<file path="src/rtl/sha_spi_host.sv">
// SPI host for the uPcoin SHA-256 slave. It shifts one 512-bit block out on sck/sdi,
// waits for done, then clocks the 256-bit digest back in on sdo.
module sha_spi_host #(
  parameter int unsigned CLK_DIV        = 2,
  parameter int unsigned TIMEOUT_CYCLES = 65535
) (
  input  logic         clk,
  input  logic         reset_n,
  input  logic         start,
  input  logic [511:0] message,
  output logic         busy,
  output logic [255:0] hash,
  output logic         hash_valid,
  output logic         timeout,
  output logic         sck,
  output logic         sdi,
  input  logic         sdo,
  output logic         block_load,
  output logic         message_load,
  input  logic         done,
  output logic [2:0]   fsm_state
);

  // Handshake: start is sampled only in IDLE; busy is high from acceptance until IDLE
  // is re-entered; hash_valid is a level that holds until the next acceptance or reset.
  typedef enum logic [2:0] {
    IDLE      = 3'd0,
    TX_LOW    = 3'd1,
    TX_HIGH   = 3'd2,
    WAIT_DONE = 3'd3,
    RX_HIGH   = 3'd4,
    RX_LOW    = 3'd5
  } state_t;

  localparam logic [7:0]  PHASE_LAST = 8'(CLK_DIV - 1);
  localparam logic [15:0] TO_LAST    = 16'(TIMEOUT_CYCLES - 1);

  state_t         state;
  logic [7:0]     phase_cnt;
  logic [9:0]     tx_cnt;
  logic [8:0]     rx_cnt;
  logic [15:0]    to_cnt;
  logic [511:0]   tx_sr;
  logic [255:0]   rx_sr;
  logic           done_s1;
  logic           done_s2;
  logic           phase_end;

  assign phase_end = (phase_cnt == PHASE_LAST);
  assign fsm_state = state;
  // Zeros shift in behind the block, so sdi settles to 0 once all 512 bits have gone.
  assign sdi       = tx_sr[511];

  always_ff @(posedge clk or negedge reset_n) begin
    if (!reset_n) begin
      state        <= IDLE;
      phase_cnt    <= '0;
      tx_cnt       <= '0;
      rx_cnt       <= '0;
      to_cnt       <= '0;
      tx_sr        <= '0;
      rx_sr        <= '0;
      done_s1      <= 1'b0;
      done_s2      <= 1'b0;
      busy         <= 1'b0;
      hash         <= '0;
      hash_valid   <= 1'b0;
      timeout      <= 1'b0;
      sck          <= 1'b0;
      block_load   <= 1'b0;
      message_load <= 1'b0;
    end else begin
      done_s1 <= done;
      done_s2 <= done_s1;
      timeout <= 1'b0;
      case (state)
        IDLE: begin
          if (start) begin
            tx_sr        <= message;
            tx_cnt       <= '0;
            phase_cnt    <= '0;
            busy         <= 1'b1;
            block_load   <= 1'b1;
            message_load <= 1'b1;
            hash_valid   <= 1'b0;
            state        <= TX_LOW;
          end
        end
        TX_LOW: begin
          if (phase_end) begin
            phase_cnt <= '0;
            sck       <= 1'b1;
            state     <= TX_HIGH;
          end else begin
            phase_cnt <= phase_cnt + 8'd1;
          end
        end
        TX_HIGH: begin
          if (phase_end) begin
            phase_cnt <= '0;
            sck       <= 1'b0;
            tx_sr     <= {tx_sr[510:0], 1'b0};
            tx_cnt    <= tx_cnt + 10'd1;
            if (tx_cnt == 10'd511) begin
              block_load   <= 1'b0;
              message_load <= 1'b0;
              to_cnt       <= '0;
              state        <= WAIT_DONE;
            end else begin
              state <= TX_LOW;
            end
          end else begin
            phase_cnt <= phase_cnt + 8'd1;
          end
        end
        WAIT_DONE: begin
          // done is checked first so it wins a tie with expiry.
          if (done_s2) begin
            rx_cnt    <= '0;
            phase_cnt <= '0;
            sck       <= 1'b1;
            state     <= RX_HIGH;
          end else if (to_cnt == TO_LAST) begin
            timeout    <= 1'b1;
            busy       <= 1'b0;
            hash_valid <= 1'b0;
            state      <= IDLE;
          end else begin
            to_cnt <= to_cnt + 16'd1;
          end
        end
        RX_HIGH: begin
          if (phase_end) begin
            rx_sr     <= {rx_sr[254:0], sdo};
            phase_cnt <= '0;
            sck       <= 1'b0;
            state     <= RX_LOW;
          end else begin
            phase_cnt <= phase_cnt + 8'd1;
          end
        end
        RX_LOW: begin
          if (phase_end) begin
            phase_cnt <= '0;
            if (rx_cnt == 9'd255) begin
              hash       <= rx_sr;
              hash_valid <= 1'b1;
              busy       <= 1'b0;
              state      <= IDLE;
            end else begin
              rx_cnt <= rx_cnt + 9'd1;
              sck    <= 1'b1;
              state  <= RX_HIGH;
            end
          end else begin
            phase_cnt <= phase_cnt + 8'd1;
          end
        end
        default: state <= IDLE;
      endcase
    end
  end

endmodule

</file>
<file path="config.mk">
export PLATFORM = sky130hd
export DESIGN_NAME = sha_spi_host
export DESIGN_NICKNAME = d
export VERILOG_FILES = /design/src/rtl/sha_spi_host.sv
export SDC_FILE = /design/constraint.sdc
export NUM_CORES = 2
export LEC_CHECK = 0
export ABC_AREA = 0
export CAP_MARGIN = 20
export CORE_AREA = 5 5 304 306
export CTS_CLUSTER_DIAMETER = 40
export CTS_CLUSTER_SIZE = 24
export DETAILED_ROUTE_END_ITERATION = 12
export DIE_AREA = 0 0 309 311
export PLACE_DENSITY = 0.84
export SLEW_MARGIN = 0
export SYNTH_ARGS = -nofsm -noshare
export SYNTH_HDL_FRONTEND = slang
export SYNTH_SLANG_ARGS = --single-unit
</file>
<file path="constraint.sdc">
create_clock -name clk -period 5.85 [get_ports clk]
set_input_delay 1.17 -clock clk [delete_from_list [all_inputs] [get_ports clk]]
set_output_delay 1.17 -clock clk [all_outputs]
set_load 0.02 [all_outputs]
</file>
==> impl_metrics.yaml <==
setup_path:
  critPathRequiredTime_ps: 6450
  cp_max_fo: 81
  cpLargestDelayFamily: "simple AND/OR/NAND/NOR gates"
  critPathKind: "flop to flop"
  critical-path-slowest-cell: "buf_4"
  endpoint_kind: "flop"
  critical_path_arrival_ps: 4160
  crit_path_cell_trace: "inv_1 -> ha_1 -> nor4b_4 -> and2_1 -> nand3_4 -> buf_4 -> mux2_1"
  startpoint_type: "flop"
  worst-path-buf-inv: 2
  max_stage_delay_ps: 700
power:
  worst_ir_drop_vdd_uv: 328
  power.density_nw_per_um2: 434
  p_leak_uw: 0.0265
  p_switching_uw: 8440
  p_int_uw: 16600
  power_switching_share_pct: 33.7
  seq_power_share_pct: 41.3
  pwr-share-clk_pct: 33.3
  total_power_uw: 25000
  p_comb_share_pct: 25.4
die:
  core_area_um2: 89300
  fp.dieArea_um2: 96100
  initial_core_util_pct: 50.3
  io_pins: 783
  die_w_um: 309
  fp.dieH_um: 311
  rows: 110
timing:
  fin_ws_ps: 2290
  slew_headroom_pct: 23.5
  setup_violations: 0
  tightest_slew_ps: 1150
  max_freq_mhz: 281
  fin_skew_ps: 38.4
  rsz0062_at_grt: "false"
  tns_ps: 0
  drv_slew: 0
  finalHoldViolCount: 0
  period_minus_slack_ps: 3560
  timing.final.crit_share_pct: 60.9
synthesis:
  synth_cell_types: 54
  synth_top_flop_cell: "dfrtp_1"
  syn_nets: 4712
  syn_avg_cell_area_um2: 10.7
  yosysSeqAreaShare_pct: 60.0
  synth.ff_latch_count: 1077
  synthesis.instances: 4188
  yosysWarnings: 0
  synthArstFlopShare_pct: 100
  synth-edff-count: 0
  syn_area_um2: 44900
cts:
  hold_buffers: 0
  tritoncts: "done"
  post_cts_buffers: 0
  htreeDepth: 4
  clkLatencyLatePin_ps: 750
  cts_resized: 0
  root_buffer: "clkbuf_16"
  path_clk_slew_ps: 60
  clockBufferDepth: 3
  cts.sinks: 1077
  cts_buffers: 130
placed_design:
  dp_hpwl_mm: 82.0
  placed_area_um2: 53200
  numPortBuffers: 782
  pre_cts_ws_ps: 1960
  gp_congestion: 0.857
flow_run:
  drv_cap: 0
grt:
  grt_pass1_vias: 34900
  grt_max_degree: 222
  grt_pass1_wl_mm: 195
  antenna_found_initial: 27
  grt_overflow_total: 0
  grt_usage_pct: 25.4
route:
  drt-pass1-iter-count: 6
  ant_nets: 0
  viasPerCell: 5.59
  vias: 34500
  drt_iter0_drc: 3479
  post_drt_wl_per_cell_um: 20.3
  wl_mm: 125
  route.detailed.drc: 0
layout:
  drive_gt1_share_pct: 14.4
  area.growth.synth_to_final_pct: 28.6
  layout_common_cells: "dfrtp_1, nand2_1, clkdlybuf4s50_1"
  layout_commonest_cell: "dfrtp_1"
  nets: 5381
  fin_area_um2: 57800
run_status:
  status: "complete, no violations"
worst_hold_path:
  hold_path.class: "flop to flop"
-- registers in the layout (all words and copies together) (netlist names) --
signal	cells
hash	256
phase_cnt	8
timeout	1
sck	1
rx_cnt	9
message_load	1
busy	1
done_s1	1
tx_cnt	10
hash_valid	1
to_cnt	16
tx_sr	512
rx_sr	256
fsm_state	3
done_s2	1
-- layout make-up --
cell class | instances | area, um2
Fill cell | 6216 | 31600
Sequential cell | 1077 | 27000
Multi-Input combinational cell | 2803 | 16300
Timing Repair Buffer | 836 | 8460
Clock buffer | 149 | 3460
Tap cell | 1176 | 1470
Clock inverter | 87 | 1020
Antenna cell | 24 | 60.1
Inverter | 9 | 33.8
-- cells by family after synthesis --
| family | Yosys count | share of synthesized area, % |
|---|---|---|
| flip-flops | 1077 | 60.0 |
| XOR/XNOR | 8 | 0.156 |
| multiplexers | 517 | 13.0 |
| AO/OA/AOI/OAI | 587 | 8.25 |
| buffers and inverters | 308 | 3.77 |
| adder cells (fa/ha/maj) | 7 | 0.195 |
| AND/OR/NAND/NOR | 1684 | 14.7 |
-- power by group through the flow --
stage               clock network, uW  logic [uW]  registers (uW)
global route                     8780        7130           10500
CTS                              8460        6330           10300
finish                           8340        6350           10400
floorplan                           0        4790           10100
detailed placement                  0        6240           10400
global placement                    0        5940           10300
-- layer usage --
| layer | track usage (%) | vias up | wire length (um) |
|---|---|---|---|
| met5 | 0 | - | 27 |
| met1 | 31.3 | 17000 | 47800 |
| met3 | 6.59 | 335 | 9760 |
| met4 | 13.8 | 4 | 6730 |
| li1 | - | 15700 | - |
| met2 | 41.2 | 1474 | 60700 |
-- cells in the mapped netlist, types with 14 or more instances --
cell / number / area share [%]
and3_1: 15 / 0.21
clkbuf_1: 111 / 0.93
buf_6: 47 / 1.2
nand3_1: 19 / 0.21
nand2_1: 1049 / 8.8
o21ai_0: 25 / 0.28
nor2_1: 540 / 4.5
buf_2: 124 / 1.4
mux2_2: 416 / 10
mux2_1: 98 / 2.5
a31oi_1: 518 / 7.2
nor3_1: 14 / 0.16
dfrtp_1: 1077 / 60
-- worst paths after layout --
path,from,endpoint,slack (ps),cells after the start
max,phase_cnt[1],rx_sr[15],2290,7
min,done_s1,done_s2,330,0
max reg2reg,phase_cnt[1],rx_sr[15],2290,7
min reg2reg,done_s1,done_s2,330,0
max in group asynchronous,reset_n,rx_sr[101],3900,2
min in group asynchronous,reset_n,hash[243],480,1
-- through the flow --
stage	utilization (%)	hold slack [ps]	cells
3_3_place_gp	59.5	339	5898
6_report	64.7	329	6161
3_5_place_dp	59.6	336	5899
2_1_floorplan	-	331	4188
5_1_grt	64.7	354	6157
4_1_cts	64.6	342	6135
-- worst register-to-register path, stage by stage, from the launching register on --
cell and delay, ps:
dfrtp_1 430, inv_1 80, ha_1 150, nor4b_4 400
and2_1 480, nand3_4 600, buf_4 790, mux2_1 500
No activity file was read; power rests on OpenSTA's default activity.
